===== config.mk =====
export PLATFORM = sky130hd
export DESIGN_NAME = unisys_soc
export DESIGN_NICKNAME = d
export VERILOG_FILES = /design/src/rtl/unisys_pkg.sv /design/src/rtl/unisys_soc_ps2_rx.sv /design/src/rtl/unisys_soc_uart_rx.sv /design/src/rtl/unisys_soc.sv
export SDC_FILE = /design/constraint.sdc
export NUM_CORES = 1
export LEC_CHECK = 0
export ABC_CLOCK_PERIOD_IN_PS = 4750
export CORE_ASPECT_RATIO = 1.75
export CORE_MARGIN = 1.5
export CORE_UTILIZATION = 40
export DETAILED_ROUTE_END_ITERATION = 16
export PLACE_DENSITY = 0.61
export SYNTH_ARGS = -nofsm -noshare
export SYNTH_HDL_FRONTEND = slang
export SYNTH_HIERARCHICAL = 1
export SYNTH_SLANG_ARGS = --single-unit

===== constraint.sdc =====
create_clock -name ext_clock -period 4.75 [get_ports ext_clock]
set_clock_uncertainty 0.1 [all_clocks]
set_input_delay 0.7125 -clock ext_clock [delete_from_list [all_inputs] [get_ports ext_clock]]
set_output_delay 0.7125 -clock ext_clock [all_outputs]
set_load 0.01 [all_outputs]

===== src/rtl/unisys_pkg.sv =====
// +----------------------------------------------------------------------------+
// | unisys_pkg: shared register offsets, status bit indices and bus mode enum  |
// | Revision: 1.0                                                              |
// +----------------------------------------------------------------------------+
`default_nettype none

package unisys_pkg;

    localparam logic [7:0] c_ofs_kbd_data  = 8'h00;
    localparam logic [7:0] c_ofs_kbd_stat  = 8'h04;
    localparam logic [7:0] c_ofs_uart_data = 8'h08;
    localparam logic [7:0] c_ofs_uart_stat = 8'h0C;

    localparam int c_kbd_empty_bit = 8;
    localparam int c_kbd_full_bit  = 9;
    localparam int c_kbd_ovf_bit   = 10;
    localparam int c_kbd_perr_bit  = 11;

    localparam int c_uart_valid_bit = 0;
    localparam int c_uart_ovr_bit   = 1;
    localparam int c_uart_ferr_bit  = 2;

    typedef enum logic [2:0] {
        MODE_BYTE = 3'd0,
        MODE_HALF = 3'd1,
        MODE_WORD = 3'd2
    } bus_mode_t;

endpackage

`default_nettype wire


===== src/rtl/unisys_soc_ps2_rx.sv =====
// +----------------------------------------------------------------------------+
// | unisys_soc_ps2_rx: PS/2 frame decoder, emits a byte with valid/err pulses  |
// | Revision: 1.0                                                              |
// +----------------------------------------------------------------------------+
`default_nettype none

module unisys_soc_ps2_rx #(
    parameter int PS2_TIMEOUT = 2048
) (
    input  logic       clk,
    input  logic       rst,
    input  logic       ps2_clk_s,
    input  logic       ps2_data_s,
    output logic [7:0] data,
    output logic       valid,
    output logic       err
);
    localparam int TW = $clog2(PS2_TIMEOUT + 1);

    logic          r_clk_d;
    logic [3:0]    r_bitcnt;
    logic [10:0]   r_shift;
    logic [TW-1:0] r_tmo;

    logic        w_fall;
    logic [10:0] w_frame;
    logic        w_ok;

    assign w_fall  = r_clk_d & ~ps2_clk_s;
    assign w_frame = {ps2_data_s, r_shift[10:1]};
    // start low, stop high, odd parity over data+parity
    assign w_ok    = ~w_frame[0] & w_frame[10] & (^w_frame[9:1]);

    always_ff @(posedge clk or posedge rst) begin
        if (rst) begin
            r_clk_d  <= 1'b1;
            r_bitcnt <= '0;
            r_shift  <= '0;
            r_tmo    <= '0;
            data     <= '0;
            valid    <= 1'b0;
            err      <= 1'b0;
        end else begin
            r_clk_d <= ps2_clk_s;
            valid   <= 1'b0;
            err     <= 1'b0;
            if (w_fall) begin
                r_tmo   <= '0;
                r_shift <= w_frame;
                if (r_bitcnt == 4'd10) begin
                    r_bitcnt <= '0;
                    data     <= w_frame[8:1];
                    valid    <= w_ok;
                    err      <= ~w_ok;
                end else begin
                    r_bitcnt <= r_bitcnt + 4'd1;
                end
            end else if (r_bitcnt != 4'd0) begin
                if (r_tmo == TW'(PS2_TIMEOUT - 1)) begin
                    r_bitcnt <= '0;
                    r_tmo    <= '0;
                end else begin
                    r_tmo <= r_tmo + 1'b1;
                end
            end
        end
    end

endmodule

`default_nettype wire


===== src/rtl/unisys_soc_uart_rx.sv =====
// +----------------------------------------------------------------------------+
// | unisys_soc_uart_rx: 8N1 UART receiver with mid-bit sampling                |
// | Revision: 1.0                                                              |
// +----------------------------------------------------------------------------+
`default_nettype none

module unisys_soc_uart_rx #(
    parameter int CLK_HZ = 100_000_000,
    parameter int BAUD   = 115200
) (
    input  logic       clk,
    input  logic       rst,
    input  logic       rx_s,
    output logic [7:0] data,
    output logic       valid,
    output logic       ferr
);
    localparam int BIT  = CLK_HZ / BAUD;
    localparam int HALF = BIT / 2;
    localparam int CW   = $clog2(BIT + 1);

    typedef enum logic [1:0] {
        ST_IDLE  = 2'd0,
        ST_START = 2'd1,
        ST_DATA  = 2'd2,
        ST_STOP  = 2'd3
    } state_t;

    state_t        r_state;
    logic [CW-1:0] r_cnt;
    logic [2:0]    r_idx;
    logic [7:0]    r_shift;

    always_ff @(posedge clk or posedge rst) begin
        if (rst) begin
            r_state <= ST_IDLE;
            r_cnt   <= '0;
            r_idx   <= '0;
            r_shift <= '0;
            data    <= '0;
            valid   <= 1'b0;
            ferr    <= 1'b0;
        end else begin
            valid <= 1'b0;
            ferr  <= 1'b0;
            case (r_state)
                ST_IDLE: begin
                    r_cnt <= '0;
                    if (!rx_s) r_state <= ST_START;
                end
                ST_START: begin
                    if (r_cnt == CW'(HALF - 1)) begin
                        r_cnt   <= '0;
                        r_idx   <= '0;
                        r_state <= rx_s ? ST_IDLE : ST_DATA;
                    end else begin
                        r_cnt <= r_cnt + 1'b1;
                    end
                end
                ST_DATA: begin
                    if (r_cnt == CW'(BIT - 1)) begin
                        r_cnt   <= '0;
                        r_shift <= {rx_s, r_shift[7:1]};
                        r_idx   <= r_idx + 3'd1;
                        if (r_idx == 3'd7) r_state <= ST_STOP;
                    end else begin
                        r_cnt <= r_cnt + 1'b1;
                    end
                end
                ST_STOP: begin
                    if (r_cnt == CW'(BIT - 1)) begin
                        r_cnt   <= '0;
                        r_state <= ST_IDLE;
                        if (rx_s) begin
                            data  <= r_shift;
                            valid <= 1'b1;
                        end else begin
                            ferr <= 1'b1;
                        end
                    end else begin
                        r_cnt <= r_cnt + 1'b1;
                    end
                end
                default: r_state <= ST_IDLE;
            endcase
        end
    end

endmodule

`default_nettype wire


===== src/rtl/unisys_soc.sv =====
// +----------------------------------------------------------------------------+
// | unisys_soc: PS/2 + UART receive front end behind a memory-mapped slave     |
// | Revision: 1.0                                                              |
// +----------------------------------------------------------------------------+
`default_nettype none

module unisys_soc #(
    parameter int CLK_HZ      = 100_000_000,
    parameter int BAUD        = 115200,
    parameter int KBD_DEPTH   = 8,
    parameter int PS2_TIMEOUT = 2048
) (
    input  logic        ext_clock,
    input  logic        rst,
    input  logic        uart_rx,
    input  logic        ps2_clk,
    input  logic        ps2_data,
    input  logic        bus_req,
    input  logic        bus_wen,
    input  logic [2:0]  bus_mode,
    input  logic [7:0]  bus_addr,
    input  logic [31:0] bus_dat_i,
    output logic [31:0] bus_dat_o,
    output logic        bus_ready,
    output logic        irq
);
    import unisys_pkg::*;

    localparam int AW = $clog2(KBD_DEPTH);
    localparam int CW = AW + 1;

    logic [1:0] r_ps2c_sync, r_ps2d_sync, r_rx_sync;

    logic [7:0]    r_mem [KBD_DEPTH];
    logic [AW-1:0] r_wptr, r_rptr;
    logic [CW-1:0] r_count;
    logic          r_kbd_ovf, r_kbd_perr;
    logic [7:0]    r_uart_data;
    logic          r_uart_valid, r_uart_ovr, r_uart_ferr;

    logic [7:0]  w_ps2_data, w_uart_data;
    logic        w_ps2_valid, w_ps2_err, w_uart_valid, w_uart_ferr;
    logic        w_empty, w_full, w_access, w_rd, w_wr;
    logic        w_sel_kd, w_sel_ks, w_sel_ud, w_sel_us;
    logic        w_push, w_pop, w_uart_rd;
    logic [31:0] w_kbd_stat, w_rdata;

    always_ff @(posedge ext_clock or posedge rst) begin
        if (rst) begin
            r_ps2c_sync <= 2'b11;
            r_ps2d_sync <= 2'b11;
            r_rx_sync   <= 2'b11;
        end else begin
            r_ps2c_sync <= {r_ps2c_sync[0], ps2_clk};
            r_ps2d_sync <= {r_ps2d_sync[0], ps2_data};
            r_rx_sync   <= {r_rx_sync[0], uart_rx};
        end
    end

    unisys_soc_ps2_rx #(.PS2_TIMEOUT(PS2_TIMEOUT)) u_ps2_rx (
        .clk        (ext_clock),
        .rst        (rst),
        .ps2_clk_s  (r_ps2c_sync[1]),
        .ps2_data_s (r_ps2d_sync[1]),
        .data       (w_ps2_data),
        .valid      (w_ps2_valid),
        .err        (w_ps2_err)
    );

    unisys_soc_uart_rx #(.CLK_HZ(CLK_HZ), .BAUD(BAUD)) u_uart_rx (
        .clk   (ext_clock),
        .rst   (rst),
        .rx_s  (r_rx_sync[1]),
        .data  (w_uart_data),
        .valid (w_uart_valid),
        .ferr  (w_uart_ferr)
    );

    assign w_empty   = (r_count == '0);
    assign w_full    = (r_count == CW'(KBD_DEPTH));
    // a held request is re-sampled only after the ready cycle
    assign w_access  = bus_req & ~bus_ready;
    assign w_rd      = w_access & ~bus_wen;
    assign w_wr      = w_access & bus_wen;
    assign w_sel_kd  = (bus_addr[7:2] == c_ofs_kbd_data[7:2]);
    assign w_sel_ks  = (bus_addr[7:2] == c_ofs_kbd_stat[7:2]);
    assign w_sel_ud  = (bus_addr[7:2] == c_ofs_uart_data[7:2]);
    assign w_sel_us  = (bus_addr[7:2] == c_ofs_uart_stat[7:2]);
    assign w_push    = w_ps2_valid & ~w_full;
    assign w_pop     = w_rd & w_sel_kd & ~w_empty;
    assign w_uart_rd = w_rd & w_sel_ud;

    always_comb begin
        w_kbd_stat                  = '0;
        w_kbd_stat[CW-1:0]          = r_count;
        w_kbd_stat[c_kbd_empty_bit] = w_empty;
        w_kbd_stat[c_kbd_full_bit]  = w_full;
        w_kbd_stat[c_kbd_ovf_bit]   = r_kbd_ovf;
        w_kbd_stat[c_kbd_perr_bit]  = r_kbd_perr;
    end

    always_comb begin
        w_rdata = '0;
        if (w_sel_kd && !w_empty) w_rdata = {23'b0, 1'b1, r_mem[r_rptr]};
        else if (w_sel_ks)        w_rdata = w_kbd_stat;
        else if (w_sel_ud)        w_rdata = {23'b0, r_uart_valid, r_uart_data};
        else if (w_sel_us)        w_rdata = {29'b0, r_uart_ferr, r_uart_ovr, r_uart_valid};
    end

    always_ff @(posedge ext_clock) begin
        if (w_push) r_mem[r_wptr] <= w_ps2_data;
    end

    always_ff @(posedge ext_clock or posedge rst) begin
        if (rst) begin
            r_wptr       <= '0;
            r_rptr       <= '0;
            r_count      <= '0;
            r_kbd_ovf    <= 1'b0;
            r_kbd_perr   <= 1'b0;
            r_uart_data  <= '0;
            r_uart_valid <= 1'b0;
            r_uart_ovr   <= 1'b0;
            r_uart_ferr  <= 1'b0;
            bus_ready    <= 1'b0;
            bus_dat_o    <= '0;
            irq          <= 1'b0;
        end else begin
            bus_ready <= w_access;
            if (w_rd) bus_dat_o <= w_rdata;

            if (w_push) r_wptr <= r_wptr + 1'b1;
            if (w_pop)  r_rptr <= r_rptr + 1'b1;
            if (w_push && !w_pop)      r_count <= r_count + 1'b1;
            else if (!w_push && w_pop) r_count <= r_count - 1'b1;

            if (w_ps2_valid && w_full)                               r_kbd_ovf <= 1'b1;
            else if (w_wr && w_sel_ks && bus_dat_i[c_kbd_ovf_bit])   r_kbd_ovf <= 1'b0;
            if (w_ps2_err)                                           r_kbd_perr <= 1'b1;
            else if (w_wr && w_sel_ks && bus_dat_i[c_kbd_perr_bit])  r_kbd_perr <= 1'b0;

            // a byte arriving on the same edge as the read that frees the slot is kept
            if (w_uart_valid) begin
                if (r_uart_valid && !w_uart_rd) begin
                    r_uart_ovr <= 1'b1;
                end else begin
                    r_uart_data  <= w_uart_data;
                    r_uart_valid <= 1'b1;
                end
            end else if (w_uart_rd) begin
                r_uart_valid <= 1'b0;
            end
            if (w_wr && w_sel_us && bus_dat_i[c_uart_ovr_bit] && !(w_uart_valid && r_uart_valid))
                r_uart_ovr <= 1'b0;
            if (w_uart_ferr)                                         r_uart_ferr <= 1'b1;
            else if (w_wr && w_sel_us && bus_dat_i[c_uart_ferr_bit]) r_uart_ferr <= 1'b0;

            irq <= ~w_empty | r_uart_valid;
        end
    end

    bus_mode_t w_mode_unused;
    logic      w_unused;
    assign w_mode_unused = bus_mode_t'(bus_mode);
    assign w_unused = &{1'b0, w_mode_unused, bus_addr[1:0], bus_dat_i[31:12],
                        bus_dat_i[9:3], bus_dat_i[0]};

endmodule

`default_nettype wire


After elaboration in Yosys (flattened, before gate mapping)
Memories as Yosys holds them, arrays and structs flattened.
Cells that the tools add are included.
{"block": "totals", "n_memories": 1, "ram_bits": 64, "ff_bits": 134, "elab_cells": 168}
{"block": "classes", "reduce_logical": 43, "n_eq_ne": 18, "bitwise": 19, "addsub": 8, "mux": 50}
{"name": "r_mem", "words": 8, "word_bits": 8, "rd": 1, "rd_clocked_by_memory_dff": 0, "wr": 1, "line": "unisys_soc.sv:34", "text": "logic [7:0] r_mem [KBD_DEPTH];"}
{"operator": "12-bit 2-to-1 mux", "count": 5}
{"operator": "10-bit case mux with 3 select lines", "count": 1}
{"operator": "1-bit 2-to-1 mux", "count": 24}
{"operator": "4-bit 2-to-1 mux", "count": 6}
{"operator": "10-bit 2-to-1 mux", "count": 2}
{"operator": "2-bit nonzero test", "count": 10}
{"operator": "1-bit logical AND", "count": 13}
{"operator": "12-bit by 1-bit adder with 12-bit output (second input constant)", "count": 1}
{"operator": "12-bit by 11-bit equality test with 1-bit output (second input constant)", "count": 1}
{"operator": "6-bit by 2-bit equality test with 1-bit output (second input constant)", "count": 2}
{"operator": "2-bit 2-to-1 mux", "count": 6}
{"operator": "2-bit AND reduction", "count": 6}
{"operator": "10-bit by 1-bit adder with 10-bit output (second input constant)", "count": 1}
{"operator": "1-bit bitwise AND", "count": 10}
{"operator": "10-bit equality test (second input constant)", "count": 1}
{"operator": "10-bit by 9-bit equality test with 1-bit output (second input constant)", "count": 1}
{"operator": "3-bit by 1-bit adder with 3-bit output (second input constant)", "count": 3}
{"operator": "3-bit 2-to-1 mux", "count": 3}
{"operator": "9-bit 2-to-1 mux", "count": 1}
{"operator": "9-bit XOR reduction", "count": 1}
{"operator": "4-bit by 1-bit adder with 4-bit output (second input constant)", "count": 2}
{"operator": "4-bit equality test (second input constant)", "count": 2}
{"operator": "2-bit by 1-bit inequality test with 1-bit output (second input constant)", "count": 4}
{"operator": "1-bit inverter", "count": 8}
{"operator": "other kinds (17)", "count": 24}

Longest topological paths before layout
{"block": "depth", "depth_word": 9, "ltp_mapped": 12, "depth_no_buf": 10}

Modules after synthesis
Netlist, hierarchy kept.
{"mod": "unisys_soc", "area_each_um2": 4506.8, "instances": 1, "seq_area_each_um2": 3005.4, "cells_per_inst": 284}
{"mod": "unisys_soc_ps2_rx", "area_each_um2": 1755.4, "instances": 1, "seq_area_each_um2": 927.1, "cells_per_inst": 169}
{"mod": "unisys_soc_uart_rx", "area_each_um2": 1556.5, "instances": 1, "seq_area_each_um2": 825.8, "cells_per_inst": 123}

Least setup slack after synthesis
OpenSTA, ideal clock, no wires.
{"block": "synth_path", "kind": "input-to-reg", "startpoint": "input bus_addr[7]", "endpoint": "register r_count[3]", "required_time_ns": 4.524, "stages": 11, "setup_time_ns": 0.126, "arrival_ns": 3.194, "path_buffers": 1, "path_slack_ns": 1.330, "cell_sequence": "or4_4 > nor2_2 > nand2_1 > buf_2 > ha_1 > inv_1 > ha_1 > a21o_1 > a2111oi_0 > a31oi_1 > a221o_1"}
{"block": "synth_via", "elab_chain_cells": 6, "word_cells_on_any_way": 8, "classes_between": "mux: 1; bitwise: 2; reduce/logical: 5"}
{"item": "start: declaration", "line": "unisys_soc.sv:21", "text": "input logic [7:0] bus_addr,"}
{"item": "6-bit zero test (*)", "line": "unisys_soc.sv:85", "text": "assign w_sel_kd = (bus_addr[7:2] == c_ofs_kbd_data[7:2]);"}
{"item": "1-bit bitwise AND (*) (2 in series)", "line": "unisys_soc.sv:90", "text": "assign w_pop = w_rd & w_sel_kd & ~w_empty;"}
{"item": "1-bit zero test", "line": "unisys_soc.sv:134", "text": "if (w_push && !w_pop) r_count <= r_count + 1'b1;"}
{"item": "1-bit logical AND", "line": "unisys_soc.sv:134"}
{"item": "4-bit 2-to-1 mux or 2-bit nonzero test (tied branches)"}
{"item": "end signal: assignment", "line": "unisys_soc.sv:134"}
{"item": "end signal: assignment", "line": "unisys_soc.sv:135", "text": "else if (!w_push && w_pop) r_count <= r_count - 1'b1;"}
{"item": "end: declaration", "line": "unisys_soc.sv:36", "text": "logic [CW-1:0] r_count;"}
Mark *: on every way between the ends. The rest lies on a longest branch, timed or not.
A chain may end at the register's enable or synchronous reset.

Final worst setup path
Ends and elaborated chain as after synthesis.

==> results.md <==
* Antenna viol nets, final at 0
* Sinks on Clock Net at 177
* Average wire length per cell after detail routing at 16.8 um
* Worst rel slew slack at 28.8%
* Total standard cell area after synthesis at 7820 sq um
* Final Hold Fails at 0
* Detailed-route wire length at 14500 um
* Number of stages on the worst hold path at 0
* Number of levels the H-tree was split into at 4
* Async SR Flop Fraction at 63.8%
* Footprint of the multi-input gates at 2830 sq um
* Post-DR vias/cell at 5.14
* Overflow left after global routing at 0
* Leading cell types by total area after synthesis: sky130_fd_sc_hd__dfrtp_1, sky130_fd_sc_hd__edfxtp_1, sky130_fd_sc_hd__mux4_2, sky130_fd_sc_hd__mux2_2, sky130_fd_sc_hd__nand2_1
* Critical-path maximum fanout at 11
* Number of buffers added by the clock tree synthesis step at 17
* Complex-gate fraction of the synthesized area at 6.27%
* Unrepaired setup endpoints after global routing: no
* Nature of the critical path endpoint: flop
* Cts-stage hold buffer count at 0
* Cell area after layout at 8840 sq um
* Area fraction of the dominant cell type after synthesis at 33.9%
* Overall Global Routing Usage at 15.5%
* Ys Warns at 6
* CP peak stage delay at 600 ps
* Net count reported at finish at 674
* Worst-Margin Slew at 1070 ps
* Syn avg cell area at 13.6 sq um
* Die boundary height at 188 um
* Synth Flop Type: sky130_fd_sc_hd__dfrtp_1
* Most used standard cells in the synthesized netlist: sky130_fd_sc_hd__dfrtp_1, sky130_fd_sc_hd__edfxtp_1, sky130_fd_sc_hd__nand2_1
* Cell taking the most area after synthesis: sky130_fd_sc_hd__dfrtp_1
* Simple logic cell fraction of the synthesized area at 12.0%
* Post-CTS Resized at 0
* Hold Path Origin: r_ps2c_sync[0]$_DFF_PP1_
* Hold WS at 259 ps
* Maximum capacitance violations at 0
* Worst path required time at 4960 ps
* Number of buffers added on ports at 30
* Main combinational cell family by area after synthesis: simple AND/OR/NAND/NOR gates
* Minimum clock period after layout at 3900 ps
* Most frequent cell after synthesis: sky130_fd_sc_hd__dfrtp_1
* Detailed Route Iter0 Violations at 275
* Antenna violations before repair at 0
* First-pass GRT wire length at 24100 um
* Share of synthesized cell area in full adder, half adder and majority cells at 2.34%
* Worst min-delay path endpoint: r_ps2c_sync[1]$_DFF_PP1_
* Total vias in the final route at 4439
* Number of top-level pins at 84
* Hold WC Path Type: reg2reg
* Total placed instance area at 8290 sq um
* Width of the die at 109 um
* Share of the clock period used by the worst path at 82.2%
* Setup violation total in the final timing report at 0
* Result of the run: completed
* Path depth of the worst reg2reg path at 10
* Clock slew seen by the registers of the worst setup and hold paths at 70 ps
* Total number of placement rows at 67
* Kind of launch point of the worst setup path: primary input
* Routability cong. at 0.774
* Share of the core filled with cells in the final layout at 46.1%
* Fillers at 1668
* Count of different cell masters after synthesis at 67
* Vias in the first global route at 4668
* DRC errors left at 0
* CTS tree: built
* Initial standard-cell utilization of the core at 40.7%
* Largest net degree at the start of global routing at 44
* Root Buffer Master: sky130_fd_sc_hd__clkbuf_16
* Crit Path Class: in2reg
* Launching point of the worst reg2reg path: r_count[0]$_DFFE_PP0P_
* Cell seen most often among critical-path stages: sky130_fd_sc_hd__ha_1
* Slowest cell on the critical path: sky130_fd_sc_hd__or4_4
* Final-report max-slew violation count at 0
* Worst setup slack before clock tree synthesis at 451 ps
* Floorplan die area at 20400 sq um
* Critical path startpoint: bus_addr[7]
* Number of enable-type register cells in the synthesized netlist at 64
* Area of the core region at 19200 sq um
* Antenna diode count at 0
* Final Worst Setup Slack at 847 ps
* Synthesis-to-layout area growth at 13.1%
* Final sum of negative setup slack at 0 ps
* Highest clock frequency the design can meet at 256 MHz
* Portion of netlist area occupied by mux cells at 11.5%
* Maximum vdd ir drop at 0.000265 V
* Worst-Skew Late Latency at 420 ps
* Post-Syn Instances at 576
* Synthesized-area fraction occupied by xor and xnor cells at 3.09%
* Sequential fraction of the synthesis area at 60.9%
* Area of all sequential standard cells at 4760 sq um
* Buffers from clock root to sink, at most at 2
* Cell-by-cell trace of the critical path: clkdlybuf4s50_1 > or4_4 > nor2_2 > nand2_1 > ha_1 > inv_1 > ha_1 > a21o_1 > a2111oi_0 > a31oi_1 > a221o_1
* Total half-perimeter wirelength after legalization and detailed placement at 10500 um
* Arrival time reported for the critical path endpoint at 4110 ps
* Drt pass-1 iters at 7
* Number of synthesized register bits at 177
* Power per Cell Area at 376 nW/um^2
* Share of final-layout standard cells stronger than drive strength 1 at 17.8%
* Number of buffers inserted by post-CTS setup repair at 0
* Critical register-to-register path endpoint: r_count[3]$_DFFE_PP0P_
* Leak Pwr at 3.63 nW
* Register-to-register setup slack at 1130 ps
kinds of logic after synthesis:
kind of cell	after synthesis
flops	177
simple gates	176
compound gates	66
mux	63
buf+inv	53
xor+xnor	26
fa+ha+maj	14
other cells	1
area by class of cell:
type                       instances  share of cell area [%]
clock buffer                      18                    4.85
multi-input combinational        365                    32.0
timing repair buffer              36                    3.90
clock inverter                    13                    1.46
inverter                          13                   0.552
tap                              241                    3.41
sequential                       177                    53.8
layer usage:
layer | wire [um] | up-vias | GRT usage [%]
met4 | 191 | 0 | 5.87
met2 | 8430 | 64 | 28.9
met1 | 5500 | 2250 | 16.6
met3 | 376 | 13 | 3.37
li1 | - | 2112 | -
met5 | 0 | - | 0
flip-flops by register name, summed over array words and instances (netlist names), 2 cells and up, named ones only:
register and cells:
u_ps2_rx/r_bitcnt 4, r_ps2c_sync 2, r_ps2d_sync 2, r_wptr 3, r_count 4, r_rptr 3
u_ps2_rx/r_shift 10, u_ps2_rx/r_tmo 12, bus_dat_o 12, u_uart_rx/data 8, r_rx_sync 2, u_uart_rx/r_shift 8
r_mem 64, u_ps2_rx/data 8, r_uart_data 8, u_uart_rx/r_cnt 10, u_uart_rx/r_idx 3
critical path: cells and delay by family:
| family | cells | cell delay, ps |
|---|---|---|
| simple gates | 3 | 1110 |
| fa+ha+maj | 2 | 590 |
| compound gates | 4 | 1120 |
| buf+inv | 2 | 560 |
report_power, final:
group          internal, mW  total [mW]  switching [mW]
clock                 0.729        1.32           0.588
combinational         0.130       0.290           0.160
sequential             1.65        1.72          0.0736
worst max path at each step:
| stage | slack (ps) | end | cells after the start |
|---|---|---|---|
| after CTS | 920 | r_count[3]$_DFFE_PP0P_ | 11 |
| after global placement | 580 | r_count[3]$_DFFE_PP0P_ | 11 |
| after detailed placement | 450 | r_count[3]$_DFFE_PP0P_ | 11 |
| final | 850 | r_count[3]$_DFFE_PP0P_ | 11 |
| after global routing | 630 | r_count[3]$_DFFE_PP0P_ | 11 |
| after floorplan | 1330 | r_count[3]$_DFFE_PP0P_ | 11 |
metrics by stage:
stage | power [mW] | cells
finish | 3.33 | 863
global route | 3.48 | 863
CTS | 3.37 | 863
detailed placement | 2.05 | 832
global placement | 2.03 | 832
floorplan | 1.97 | 595
placed cells by master (no fill, tap or decap), types with 4 or more instances in the layout:
master,count
sky130_fd_sc_hd__or3_1,5
sky130_fd_sc_hd__mux2i_1,9
sky130_fd_sc_hd__a21oi_1,10
sky130_fd_sc_hd__a22oi_1,8
sky130_fd_sc_hd__inv_1,12
sky130_fd_sc_hd__nand4_1,10
sky130_fd_sc_hd__o21ai_0,21
sky130_fd_sc_hd__mux4_2,16
sky130_fd_sc_hd__mux2_2,29
sky130_fd_sc_hd__buf_4,6
sky130_fd_sc_hd__conb_1,20
sky130_fd_sc_hd__o221ai_1,4
sky130_fd_sc_hd__mux2_4,6
sky130_fd_sc_hd__dfstp_2,7
sky130_fd_sc_hd__edfxtp_1,64
sky130_fd_sc_hd__clkbuf_16,17
sky130_fd_sc_hd__xor2_1,9
sky130_fd_sc_hd__nor2b_1,9
sky130_fd_sc_hd__ha_1,13
sky130_fd_sc_hd__dfrtp_1,106
sky130_fd_sc_hd__nand2_1,58
sky130_fd_sc_hd__nor3_1,10
sky130_fd_sc_hd__clkdlybuf4s50_1,30
sky130_fd_sc_hd__nand2b_1,8
sky130_fd_sc_hd__nor2_1,31
sky130_fd_sc_hd__xnor2_1,16
sky130_fd_sc_hd__nand3_1,16
Note: power is estimated with default switching activity, not from simulation.
